`config.mk`:
```
export PLATFORM = sky130hd
export DESIGN_NAME = wb_arbiter
export DESIGN_NICKNAME = d
export VERILOG_FILES = /design/src/rtl/core_pkg.sv /design/src/rtl/wb_arbiter.sv
export SDC_FILE = /design/constraint.sdc
export NUM_CORES = 1
export LEC_CHECK = 0
export ABC_AREA = 1
export ABC_CLOCK_PERIOD_IN_PS = 6700
export CORE_MARGIN = 2
export CORE_UTILIZATION = 25
export DETAILED_ROUTE_END_ITERATION = 16
export SYNTH_ARGS = -nofsm -noshare
export SYNTH_HDL_FRONTEND = slang
export SYNTH_SLANG_ARGS = --single-unit
```
`constraint.sdc`:
```
create_clock -name clk -period 6.7 [get_ports clk]
set_input_delay 1.005 -clock clk [delete_from_list [all_inputs] [get_ports clk]]
set_output_delay 1.005 -clock clk [all_outputs]
set_load 0.1 [all_outputs]
```
`src/rtl/core_pkg.sv`:
```
// Core-wide sizing shared by the execution and writeback blocks.
package core_pkg;
    localparam int XLEN   = 32;
    localparam int PREG_W = 6;
    typedef logic [PREG_W-1:0] preg_tag_t;
endpackage

```
`src/rtl/wb_arbiter.sv`:
```
// Writeback arbiter: per-source result FIFOs drained onto two PRF write ports
// using a rotating-priority scan that starts at rr_ptr.
module wb_arbiter #(
    parameter int XLEN  = core_pkg::XLEN,
    parameter int N_SRC = 4,
    parameter int DEPTH = 2
) (
    input  logic                              clk,
    input  logic                              reset,
    input  logic                              flush,
    input  logic [N_SRC-1:0]                  src_valid,
    input  logic [N_SRC*core_pkg::PREG_W-1:0] src_tag,
    input  logic [N_SRC*XLEN-1:0]             src_data,
    output logic [N_SRC-1:0]                  src_ready,
    output logic                              wen0,
    output logic [core_pkg::PREG_W-1:0]       wtag0,
    output logic [XLEN-1:0]                   wdata0,
    output logic                              wen1,
    output logic [core_pkg::PREG_W-1:0]       wtag1,
    output logic [XLEN-1:0]                   wdata1
);
    localparam int TW = core_pkg::PREG_W;
    localparam int PW = (N_SRC > 1) ? $clog2(N_SRC) : 1;
    localparam int AW = (DEPTH > 1) ? $clog2(DEPTH) : 1;
    localparam int CW = $clog2(DEPTH + 1);

    core_pkg::preg_tag_t tag_mem  [N_SRC][DEPTH];
    logic [XLEN-1:0]     data_mem [N_SRC][DEPTH];
    logic [AW-1:0]       rd_ptr   [N_SRC];
    logic [AW-1:0]       wr_ptr   [N_SRC];
    logic [CW-1:0]       count    [N_SRC];
    logic [PW-1:0]       rr_ptr;

    core_pkg::preg_tag_t head_tag  [N_SRC];
    logic [XLEN-1:0]     head_data [N_SRC];
    logic [N_SRC-1:0]    nonempty;
    logic [N_SRC-1:0]    push;
    logic [N_SRC-1:0]    pop;

    logic                gnt0;
    logic                gnt1;
    logic                found0;
    logic                found1;
    logic [PW-1:0]       sel0;
    logic [PW-1:0]       sel1;

    function automatic logic [AW-1:0] ptr_inc(input logic [AW-1:0] p);
        return (p == AW'(DEPTH - 1)) ? '0 : p + AW'(1);
    endfunction

    function automatic logic [PW-1:0] src_inc(input logic [PW-1:0] s);
        return (s == PW'(N_SRC - 1)) ? '0 : s + PW'(1);
    endfunction

    // Handshake: a source transfers on a rising edge where src_valid[i] && src_ready[i];
    // src_ready depends only on the registered count (plus reset/flush), never on grants.
    always_comb begin
        for (int i = 0; i < N_SRC; i++) begin
            nonempty[i]  = (count[i] != '0);
            src_ready[i] = (reset || (count[i] < CW'(DEPTH))) && !flush;
            head_tag[i]  = tag_mem[i][rd_ptr[i]];
            head_data[i] = data_mem[i][rd_ptr[i]];
            push[i]      = src_valid[i] && src_ready[i];
        end
    end

    // First two non-empty heads in rotation order from rr_ptr; port 1 is
    // suppressed when it would write the same tag as port 0 in this cycle.
    always_comb begin
        int            idx;
        logic [PW-1:0] cur;
        idx    = 0;
        cur    = '0;
        found0 = 1'b0;
        found1 = 1'b0;
        sel0   = '0;
        sel1   = '0;
        for (int k = 0; k < N_SRC; k++) begin
            idx = (int'(rr_ptr) + k) % N_SRC;
            cur = PW'(idx);
            if (nonempty[cur]) begin
                if (!found0) begin
                    found0 = 1'b1;
                    sel0   = cur;
                end else if (!found1) begin
                    found1 = 1'b1;
                    sel1   = cur;
                end
            end
        end
        gnt0 = found0 && !reset && !flush;
        gnt1 = gnt0 && found1 && (head_tag[sel1] != head_tag[sel0]);
        for (int i = 0; i < N_SRC; i++) begin
            pop[i] = (gnt0 && (sel0 == PW'(i))) || (gnt1 && (sel1 == PW'(i)));
        end
    end

    always_comb begin
        wen0   = gnt0;
        wtag0  = gnt0 ? head_tag[sel0]  : '0;
        wdata0 = gnt0 ? head_data[sel0] : '0;
        wen1   = gnt1;
        wtag1  = gnt1 ? head_tag[sel1]  : '0;
        wdata1 = gnt1 ? head_data[sel1] : '0;
    end

    always_ff @(posedge clk) begin
        if (reset) begin
            rr_ptr <= '0;
            for (int i = 0; i < N_SRC; i++) begin
                count[i]  <= '0;
                rd_ptr[i] <= '0;
                wr_ptr[i] <= '0;
            end
        end else if (flush) begin
            for (int i = 0; i < N_SRC; i++) begin
                count[i]  <= '0;
                rd_ptr[i] <= '0;
                wr_ptr[i] <= '0;
            end
        end else begin
            if (gnt1) begin
                rr_ptr <= src_inc(sel1);
            end else if (gnt0) begin
                rr_ptr <= src_inc(sel0);
            end
            for (int i = 0; i < N_SRC; i++) begin
                if (push[i]) begin
                    wr_ptr[i] <= ptr_inc(wr_ptr[i]);
                end
                if (pop[i]) begin
                    rd_ptr[i] <= ptr_inc(rd_ptr[i]);
                end
                if (push[i] && !pop[i]) begin
                    count[i] <= count[i] + CW'(1);
                end else if (!push[i] && pop[i]) begin
                    count[i] <= count[i] - CW'(1);
                end
            end
        end
    end

    // Storage needs no reset: entries are only visible through count.
    always_ff @(posedge clk) begin
        for (int i = 0; i < N_SRC; i++) begin
            if (push[i]) begin
                tag_mem[i][wr_ptr[i]]  <= src_tag[i*TW +: TW];
                data_mem[i][wr_ptr[i]] <= src_data[i*XLEN +: XLEN];
            end
        end
    end

endmodule

```
==> metrics.cfg <==
[status]
outcome=complete, no violations

[global_route]
grt_pass1_vias=11500
grtUsageMet1_pct=20.3
grt_max_degree=66
grtUsageMet2_pct=30.4
grt_pass1_wl_um=78900
track_usage_pct=17.3
grt_busiest_layer=met2
antenna_found_initial=6
grt_overflow_total=0
grt_use_met3_pct=4.36

[yosys]
synthCells=1449
yosysTopAreaCellShare_pct=62.5
ys.flop_type=edfxtp_1
yosysTopAreaCell=edfxtp_1
syn_nets=1621
ys_types=40
yosys_warnings=0
synth_commonest_cells=nand2_1 (495), edfxtp_1 (318), a21oi_1 (97), nand3_1 (92), o21ai_0 (71)
synth-seq-cells=322
syn_area_um2=15300
synth.most_common_cell=nand2_1
synth_area_leaders=edfxtp_1 (63%), nand2_1 (12%), a21oi_1 (3.2%)
synth_edf_count=318
syn_avg_cell_area_um2=10.5
ys_seq_area_share_pct=63.0
async_flop_share_pct=0

[clock_tree]
cts-buffers-inserted=37
htreeDepth=2
cts_tree=done
clockBufferDepth=3
cts_root_buf=clkbuf_16
ctsHoldBuffers=0
clk_pin_slew_ns=0.06
worst_skew_pair.late_latency_ns=0.56
clkSinkCount=322

[cells_and_area]
layout-drive-gt1-share_pct=14.3
nets=1840
area_growth_syn_to_layout_pct=31.5

[routing]
ant_nets=0
drt-total-wl_um=55300
dr.pass1.iters=5
viasPerCell=4.78
via_count=11800
drc=0
drt_iter0_drc=927
post_drt_wl_per_cell_um=22.3

[timing]
fin_crit_sh_pct=93.4
fmax_mhz=160
hold_viol_final=0
fin_skew_ns=0.0257
slew_headroom_pct=32.6
drv_slew=0
finalSetupViolCount=0
worst_pin_slew_ns=1.01
setup_slack_ns=0.442
rsz0062_at_grt=yes
period_needed_ns=6.26

[floorplan]
num_rows=90
core_area_um2=60400
initial_core_util_pct=25.3
pin_count=241
dieArea_um2=63100
die_w_um=251
die-height_um=251

[worst_setup_path]
path_max_fanout=47
path_common_cell=nand2_1
worst-setup-path-type=reg -> out
slowest_stage=a221oi_1
endpoint_kind=output pin
critPathRequiredTime_ns=5.69
max_stage_delay_ns=0.81
path_cells=inv_2 -> nand2_1 -> nand2_1 -> nand2_1 -> nand2_1 -> nand3_1 -> nand2_1 -> inv_2 -> nand3_4 -> nand2_4 -> nand2_1 -> nand2_1 -> nand2_1 -> nand2_1 -> nand2_1 -> nand2_1 -> nor2_1 -> nand3_2 -> nand2_4 -> a221oi_1 -> buf_12
cp-start-kind=flip-flop
cp.arrival_ns=5.25

[placed_design]
hpwl_um=40600
io_buffers=240
finalWeightedCongestion=0.902
place_ws_ns=1.04

[run]
max_cap_viol_count=0

[worst_hold_path]
hold_path.class=reg -> reg

-- state kept, by name (all words and copies together) (netlist names) --
register and cells:
tag_mem 48, wr_ptr 4, rr_ptr 2, rd_ptr 4
count 8, data_mem 256
-- routing by layer --
layer	vias up	share of wire, %
met1	5697	39
li1	5564	-
met3	89	7.2
met2	487	50
met5	-	0.078
met4	6	3.7
-- area by class of cell --
cell class	count	area (um^2)
clock buffers	46	990
repair buffers	266	2900
well taps	782	978
clock inverters	20	209
fillers	6070	40300
multi-input cells	983	5150
diodes	2	5.00
inverters	58	218
flip-flops and latches	322	9630
-- worst paths after layout --
kind	start	end	slack, ns	cells past startpoint
worst max-delay path	rr_ptr[0]	wdata1[3]	0.44	21
worst min register to register	count[1][0]	count[1][0]	0.55	1
worst min-delay path	count[1][0]	count[1][0]	0.55	1
worst max register to register	rr_ptr[0]	count[3][0]	1.88	24
-- through the flow --
step | hold WS, ns | instances | setup TNS, ns | area (um^2) | util (%)
2_1_floorplan | 0.460 | 1449 | 0 | 15300 | -
3_3_place_gp | 0.542 | 2411 | 0 | 18900 | 31.3
3_5_place_dp | 0.545 | 2411 | 0 | 18900 | 31.3
4_1_cts | 0.553 | 2477 | 0 | 20100 | 33.2
5_1_grt | 0.573 | 2478 | -0.103 | 20100 | 33.3
6_report | 0.551 | 2479 | 0 | 20100 | 33.3
-- kinds of logic after synthesis --
group / synth area share [%]
simple gates: 17.8
compound gates: 9.44
buf+inv: 3.83
mux: 4.64
xor+xnor: 0.164
fa+ha+maj: 1.06
flops: 63.0
-- cell usage in the layout, fill, tap and decap left out, types with 37 or more instances in the layout --
cell type,netlist,final
clkbuf_16,0,37
buf_12,0,40
edfxtp_1,318,318
inv_1,47,46
a21oi_1,97,97
buf_4,4,64
o21ai_0,71,70
clkdlybuf4s50_1,0,162
a221oi_1,51,48
nand2_1,495,495
nand3_1,92,92
-- worst max-delay path, delay by kind of cell (launching register included) --
| kind | cells | cell delay [ns] |
|---|---|---|
| AO/OA/AOI/OAI | 1 | 0.81 |
| buffers and inverters | 3 | 0.55 |
| flip-flops | 1 | 0.75 |
| AND/OR/NAND/NOR | 17 | 2.56 |
-- timing repair --
item	CTS	global route
endpoints found under the setup margin	0	6
setup buffers	0	0
hold endpoints to repair	0	0
resized for setup	0	3
Power is not shown: default switching activity piles up to over one toggle a cycle in this logic, so the estimate is an artifact.
